File: config.mk
export PLATFORM = sky130hd
export DESIGN_NAME = adc_ram_reader
export DESIGN_NICKNAME = d
export VERILOG_FILES = /design/src/rtl/adc_ram_reader.sv
export SDC_FILE = /design/constraint.sdc
export NUM_CORES = 1
export LEC_CHECK = 0
export ABC_CLOCK_PERIOD_IN_PS = 2200
export CAP_MARGIN = 10
export CORE_MARGIN = 2
export CORE_UTILIZATION = 42
export CTS_CLUSTER_DIAMETER = 100
export DETAILED_ROUTE_END_ITERATION = 10
export GPL_TIMING_DRIVEN = 0
export PLACE_DENSITY_LB_ADDON = 0.08
export SYNTH_ARGS = -nofsm -noshare
export SYNTH_HDL_FRONTEND = slang
export SYNTH_SLANG_ARGS = --single-unit
File: constraint.sdc
create_clock -name i_clk -period 2.2 [get_ports i_clk]
set_clock_uncertainty 0.1 [all_clocks]
set_input_delay 0.22 -clock i_clk [delete_from_list [all_inputs] [get_ports i_clk]]
set_output_delay 0.22 -clock i_clk [all_outputs]
set_load 0.02 [all_outputs]
File: src/rtl/adc_ram_reader.sv
// -----------------------------------------------------------------------------
// adc_ram_reader
//
// Reads one completed half of a ping-pong dual-port block RAM and streams its
// words out over a ready/valid interface. The writer side signals which half it
// is filling through i_wr_ram_2_flag; each toggle of that flag means the other
// half has just been filled and may be read out.
//
// Ports
//   i_clk, i_rst          clock, asynchronous active-low reset
//   i_en                  readout enable (checked only when idle)
//   i_wr_ram_2_flag       writer is in the upper half
//   o_rd_ram_addr/_en     RAM read port (data returns one cycle later)
//   i_rd_ram_data         RAM read data
//   o_m_data/_valid/_last output stream, i_m_ready is the sink's ready
//   o_block_done          one-cycle pulse after the last word of a half
//   o_overrun             sticky: a half completed before the previous one was
//                         taken; cleared by i_overrun_clr
//   o_rd_half             half currently being read (0 lower, 1 upper)
//   o_debug_state         current FSM state
// -----------------------------------------------------------------------------
module adc_ram_reader #(
    parameter int RAM_DEPTH  = 2048,
    parameter int DATA_WIDTH = 48
) (
    input  logic                  i_clk,
    input  logic                  i_rst,
    input  logic                  i_en,
    input  logic                  i_wr_ram_2_flag,
    output logic [14:0]           o_rd_ram_addr,
    output logic                  o_rd_ram_en,
    input  logic [DATA_WIDTH-1:0] i_rd_ram_data,
    output logic [DATA_WIDTH-1:0] o_m_data,
    output logic                  o_m_valid,
    output logic                  o_m_last,
    input  logic                  i_m_ready,
    output logic                  o_block_done,
    output logic                  o_overrun,
    input  logic                  i_overrun_clr,
    output logic                  o_rd_half,
    output logic [2:0]            o_debug_state
);

    localparam int HALF  = RAM_DEPTH / 2;
    localparam int IDX_W = (HALF > 1) ? $clog2(HALF) : 1;

    localparam logic [14:0]      HALF_BASE = 15'(HALF);
    localparam logic [IDX_W-1:0] LAST_IDX  = IDX_W'(HALF - 1);

    typedef enum logic [2:0] {
        ST_IDLE    = 3'd0,
        ST_FETCH   = 3'd1,
        ST_CAPTURE = 3'd2,
        ST_SEND    = 3'd3,
        ST_DONE    = 3'd4
    } state_t;

    state_t                state_q,      state_d;
    logic                  flag_q,       flag_d;
    logic                  pend_valid_q, pend_valid_d;
    logic                  pend_half_q,  pend_half_d;
    logic                  overrun_q,    overrun_d;
    logic                  rd_half_q,    rd_half_d;
    logic [IDX_W-1:0]      index_q,      index_d;
    logic [14:0]           addr_q,       addr_d;
    logic [DATA_WIDTH-1:0] m_data_q,     m_data_d;
    logic                  m_last_q,     m_last_d;

    logic comp_evt;
    logic comp_half;
    logic rd_en;
    logic m_valid;
    logic block_done;

    function automatic logic [14:0] word_addr(input logic half, input logic [IDX_W-1:0] idx);
        return (half ? HALF_BASE : 15'd0) + 15'(idx);
    endfunction

    // Any flag toggle completes a half. The half just completed is the one the
    // writer was in before the toggle, i.e. the registered flag value.
    assign comp_evt  = flag_q ^ i_wr_ram_2_flag;
    assign comp_half = flag_q;

    // NOTE: every signal assigned in this block gets a default first, so no
    // path through the case leaves one unassigned and no latch is inferred.
    always_comb begin
        state_d      = state_q;
        flag_d       = i_wr_ram_2_flag;
        pend_valid_d = pend_valid_q;
        pend_half_d  = pend_half_q;
        overrun_d    = overrun_q;
        rd_half_d    = rd_half_q;
        index_d      = index_q;
        addr_d       = addr_q;
        m_data_d     = m_data_q;
        m_last_d     = m_last_q;
        rd_en        = 1'b0;
        m_valid      = 1'b0;
        block_done   = 1'b0;

        // Latest completion always overwrites the pending request.
        if (comp_evt) begin
            pend_valid_d = 1'b1;
            pend_half_d  = comp_half;
        end

        // Set is evaluated after clear so a coincident event wins.
        if (i_overrun_clr) begin
            overrun_d = 1'b0;
        end
        if (comp_evt && (state_q != ST_IDLE || pend_valid_q)) begin
            overrun_d = 1'b1;
        end

        unique case (state_q)
            ST_IDLE: begin
                if (!i_en) begin
                    // Disabled: completions are discarded, not queued.
                    pend_valid_d = 1'b0;
                end else if (pend_valid_q) begin
                    state_d      = ST_FETCH;
                    rd_half_d    = pend_half_q;
                    index_d      = '0;
                    addr_d       = word_addr(pend_half_q, '0);
                    pend_valid_d = comp_evt;
                end
            end
            ST_FETCH: begin
                rd_en   = 1'b1;
                state_d = ST_CAPTURE;
            end
            ST_CAPTURE: begin
                m_data_d = i_rd_ram_data;
                m_last_d = (index_q == LAST_IDX);
                state_d  = ST_SEND;
            end
            ST_SEND: begin
                m_valid = 1'b1;
                if (i_m_ready) begin
                    if (m_last_q) begin
                        state_d = ST_DONE;
                    end else begin
                        index_d = index_q + 1'b1;
                        addr_d  = word_addr(rd_half_q, index_q + 1'b1);
                        state_d = ST_FETCH;
                    end
                end
            end
            ST_DONE: begin
                block_done = 1'b1;
                state_d    = ST_IDLE;
            end
            default: begin
                state_d = ST_IDLE;
            end
        endcase
    end

    // NOTE: state registers use non-blocking assignments so every flop samples
    // the values from before the edge, independent of statement order.
    always_ff @(posedge i_clk or negedge i_rst) begin
        if (!i_rst) begin
            state_q      <= ST_IDLE;
            flag_q       <= 1'b0;
            pend_valid_q <= 1'b0;
            pend_half_q  <= 1'b0;
            overrun_q    <= 1'b0;
            rd_half_q    <= 1'b0;
            index_q      <= '0;
            addr_q       <= '0;
            m_data_q     <= '0;
            m_last_q     <= 1'b0;
        end else begin
            state_q      <= state_d;
            flag_q       <= flag_d;
            pend_valid_q <= pend_valid_d;
            pend_half_q  <= pend_half_d;
            overrun_q    <= overrun_d;
            rd_half_q    <= rd_half_d;
            index_q      <= index_d;
            addr_q       <= addr_d;
            m_data_q     <= m_data_d;
            m_last_q     <= m_last_d;
        end
    end

    // Strobes decode straight from the state register, so an asynchronous
    // reset drops o_m_valid without waiting for a clock.
    assign o_rd_ram_addr = addr_q;
    assign o_rd_ram_en   = rd_en;
    assign o_m_data      = m_data_q;
    assign o_m_valid     = m_valid;
    assign o_m_last      = m_last_q;
    assign o_block_done  = block_done;
    assign o_overrun     = overrun_q;
    assign o_rd_half     = rd_half_q;
    assign o_debug_state = state_q;

endmodule

**Word level (Yosys, flattened, before mapping)**

Index checks and enable logic that the tools add are counted.

- Equality and inequality tests: 9
- Add/subtract/negate cells: 2
- Muxes and demuxes: 26
- Reduce and logical (&&, ||, !) cells: 9
- Bitwise operators: 1

Operators by type and width:

| cell | number |
|---|---|
| 15-bit two-way mux | 4 |
| 10-bit two-way mux | 4 |
| 15-bit one-hot mux with 2 select lines | 1 |
| 11-bit two-way mux | 2 |
| 10-bit one-hot mux with 2 select lines | 1 |
| 11-bit by 10-bit adder with 12-bit output | 1 |
| 3-bit two-way mux | 4 |
| 3-bit one-hot mux with 4 select lines | 1 |
| 10-bit by 1-bit adder with 10-bit output, second input constant | 1 |
| 10-bit equality test, second input constant | 1 |
| 1-bit two-way mux | 9 |
| 2-bit inequality test, second input constant | 4 |
| 3-bit by 2-bit equality test with 1-bit output, second input constant | 2 |
| 3-bit AND reduction | 2 |
| 5-bit AND reduction | 1 |
| 2-bit nonzero test | 2 |
| 3-bit by 1-bit equality test with 1-bit output, second input constant | 1 |
| 3-bit equality test, second input constant | 1 |
| 3-bit zero test | 1 |
| 3-bit nonzero test | 1 |
| 1-bit logical AND | 1 |
| 1-bit logical OR | 1 |
| 1-bit bitwise XOR | 1 |

- Output and inout bits: 72
- Input port bits: 54
- Logic and storage cells: 57
- Register bits: 82

**Longest topological paths before layout**

- Depth after elaboration: 5
- Mapped depth: 5

**Worst setup path after synthesis**

No wires, ideal clock.

- Kind: reg2reg
- From: register state_q[1] (netlist: o_debug_state[1])
- To: register index_q[7]
- Data required time: 1.982 ns
- Library setup time: 0.118 ns
- Path slack: 0.537 ns
- Buffers on the path: 1
- Arrival: 1.445 ns
- Cell stages (with the launch flop): 6
- Cell sequence: dfrtp_1 -> buf_6 -> or3_4 -> o22ai_2 -> o21ai_1 -> a21o_1

- Word-level cells in the longest chain between the ends: 3
- Elaborated cells between the ends (all ways): 9
- Those cells by class: 5 x eq/ne; 1 x mux; 3 x reduce/logical

RTL lines:

| item | line | RTL |
|---|---|---|
| from (decl) | 58 | `state_t state_q, state_d;` |
| from (signal assigned) | 174 | `state_q <= state_d;` |
| 3-bit by 2-bit equality test with 1-bit output or 3-bit zero test (tied branches) | 115 | `unique case (state_q)` |
| 2-bit inequality test (no line) or 2-bit nonzero test (tied branches) | -- |  |
| 5-bit AND reduction (no line) | -- |  |
| to (signal assigned) | 180 | `index_q <= index_d;` |
| to (decl) | 64 | `logic [IDX_W-1:0] index_q, index_d;` |

Several ways; a longest one is shown, not always the timed one.
A chain may end at the register's enable or synchronous reset.

**Final worst setup path**

- From: register state_q[0] (netlist: o_debug_state[0])
- To: output port o_block_done

- Word-level cells in the longest chain between the ends: 2

RTL lines:

| item | line | RTL |
|---|---|---|
| 3-bit equality test | 115 |  |
| 1-bit two-way mux | 115 |  |
| to (decl) | 37 | `output logic o_block_done,` |

No other way between the ends.

==> impl_metrics.toml <==
[outcome]
status = "finished clean"

[clock_tree]
insertion_delay_ns = 0.34
clk_pin_slew_ns = 0.08
post_cts_resized = 0
cts_tree = "done"
clk_path_buf_depth = 2
cts_root_buf = "clkbuf_8"
cts_buffers = 9
ctsHtreeMaxLevel = 3
cts.sinks = 68

[timing]
fin_crit_ns = 2.10
finalSetupTns_ns = 0
rsz0062_at_grt = "no"
hold_viol = 0
tightest_slew_ns = 0.866
setup_viol = 0
fin_crit_sh_pct = 95.4
fmax_ghz = 0.477
drv_slew = 0
max_slew_margin_pct = 42.3

[setup_path]
end_kind = "output port"
ff2ff_path_depth = 5
critPathMaxFanout = 10
timing_worst_setup_path_type = "register to output port"
crit_arrival_ns = 1.78
worstSetupStartpointType = "register"
required_ns = 1.88

[floorplan]
io-pin-count = 126
rows = 29
core_area_sq_um = 6420
chipWidth_um = 86.0
die_area_sq_um = 7390
initial_utilization_pct = 43.9
die_h_um = 86.0

[finish]
drive_above_1_share_pct = 21.4
n_antenna_cell = 0
syn_to_final_growth_pct = 55.7
nets = 401

[synthesis]
synth.largest_area_cell = "dfrtp_1"
synth_edf_count = 0
synth_most_common_cell = "dfrtp_1"
ys_seq_elements = 68
ys_top_cells_by_area = "dfrtp_1 (60%), mux2_2 (17%), o21ai_0 (2.5%), buf_4 (2.4%), mux2_1 (2.0%)"
ys_async_sr_fraction_pct = 100
synthFlopType = "dfrtp_1"
synth_top_area_share_pct = 60.3
yosysSeqAreaShare_pct = 60.3
yosysWarnings = 0
ys_top_cells_by_count = "dfrtp_1 (68), mux2_2 (43), o21ai_0 (14)"
yosysUniqueCellTypes = 36
syn_area_sq_um = 2820
synth_cells = 209
avgSynthCellArea_sq_um = 13.5

[worst_hold_path]
hold_class = "input port to register"
hold_depth = 1

[route]
wl_met1_um = 2790
route.met3.wl_um = 604
dr_wl_met2_um = 2960
via_per_inst = 5.05
drcViolationCount = 0
firstDrtPassIters = 4
wl_per_cell_um = 15.2
top_layer_used = "met4"
ant_nets = 0
via_count = 2160
wl_um = 6500
drt_iter0_drc = 85

[global_routing]
grt_antenna_before_repair = 0
grt_pass1_wl_um = 10700
overflow = 0
grt_pass1_vias = 2116
track_usage_pct = 18.9
grt_max_degree = 69

[placed_design]
gp_congestion = 0.755
portBuffers = 121
dpl.hpwl_um = 4620

[power_and_ir_drop]
power.total_mw = 6.48
p_leak_nw = 1.85
peakVddDrop_mv = 0.762
p_per_area_nw_per_um2 = 1480

[run]
maxCapViolCount = 0
-- worst max-delay path, cell delays in order, from the launching register on --
cell and delay, ns:
dfrtp_1 0.41, buf_6 0.15, nor3b_1 0.23, clkdlybuf4s50_1 0.65
-- stage by stage --
stage | hold WS [ns] | cells | worst slack, ns | utilization [%] | area, sq um
2_1_floorplan | -0.176 | 212 | 0.537 | - | 2830
5_1_grt | 0.289 | 428 | 0.000437 | 68.4 | 4390
6_report | 0.299 | 428 | 0.102 | 68.4 | 4390
3_3_place_gp | 0.369 | 410 | -1.54 | 64.5 | 4140
4_1_cts | 0.291 | 428 | 0.0819 | 68.4 | 4390
3_5_place_dp | 0.288 | 410 | 0.174 | 64.4 | 4140
-- cell families (layout without fill, tap and decap cells) --
logic type | Yosys count | after routing | synth area share [%]
multiplexers | 49 | 49 | 19.5
adder cells (fa/ha/maj) | 1 | 1 | 0.443
AND/OR/NAND/NOR | 40 | 40 | 8.12
XOR/XNOR | 1 | 1 | 0.310
flip-flops | 68 | 68 | 60.3
AO/OA/AOI/OAI | 33 | 33 | 7.05
other | 1 | 4 | 0.133
buffers and inverters | 16 | 155 | 4.12
-- placed cells by master (no fill, tap or decap), drive strengths merged, types with 4 or more instances in the layout --
master,n
inv,4
nor2,7
dfrtp,68
mux2,48
a31oi,4
nand2,8
o21ai,17
clkbuf,13
buf,14
nor3b,4
nand3,4
clkdlybuf4s50,120
nand4,4
conb,4
-- sequential cells by signal, summed over array words and instances, names as in the netlist --
register       count
comp_half          1
o_debug_state      3
index_q            9
pend_valid_q       1
o_m_last           1
o_m_data          48
o_rd_ram_addr      2
o_rd_half          1
pend_half_q        1
o_overrun          1
-- routing by layer --
metal / up-vias / global-route usage (%)
li1: 1022 / -
met1: 1026 / 24.7
met2: 97 / 27.8
met3: 15 / 7.03
met4: 0 / 8.80
met5: - / 0
-- power breakdown --
part	internal [mW]	switching [mW]
Sequential	1.79	0.302
Clock	0.732	0.459
Combinational	1.70	1.50
Total	4.22	2.26
-- what timing repair did --
| action | CTS | global route |
|---|---|---|
| setup buffers | 1 | 0 |
| setup endpoints to repair | 1 | 0 |
| hold buffers | 1 | 0 |
| endpoints found under the hold margin | 68 | 0 |
-- final cells by class --
class,count,area (sq um)
inverter,4,15.0
buffer,12,101
clock buffer,13,169
clock inverter,3,67.6
fill,496,2030
multi-input combinational,128,1010
tap,77,96.3
sequential,68,1700
timing repair buffer,123,1230
-- final timing paths --
kind | start | to | slack (ns)
min reg2reg | o_m_data[7] | o_m_data[7] | 0.39
min | i_wr_ram_2_flag | comp_half | 0.30
max in group asynchronous | i_rst | o_m_data[29] | 0.99
max | o_debug_state[0] | o_block_done | 0.10
max reg2reg | o_debug_state[2] | o_rd_ram_addr[9] | 0.41
min in group asynchronous | i_rst | o_m_data[3] | 0.41
(Power assumes the default switching activity.)
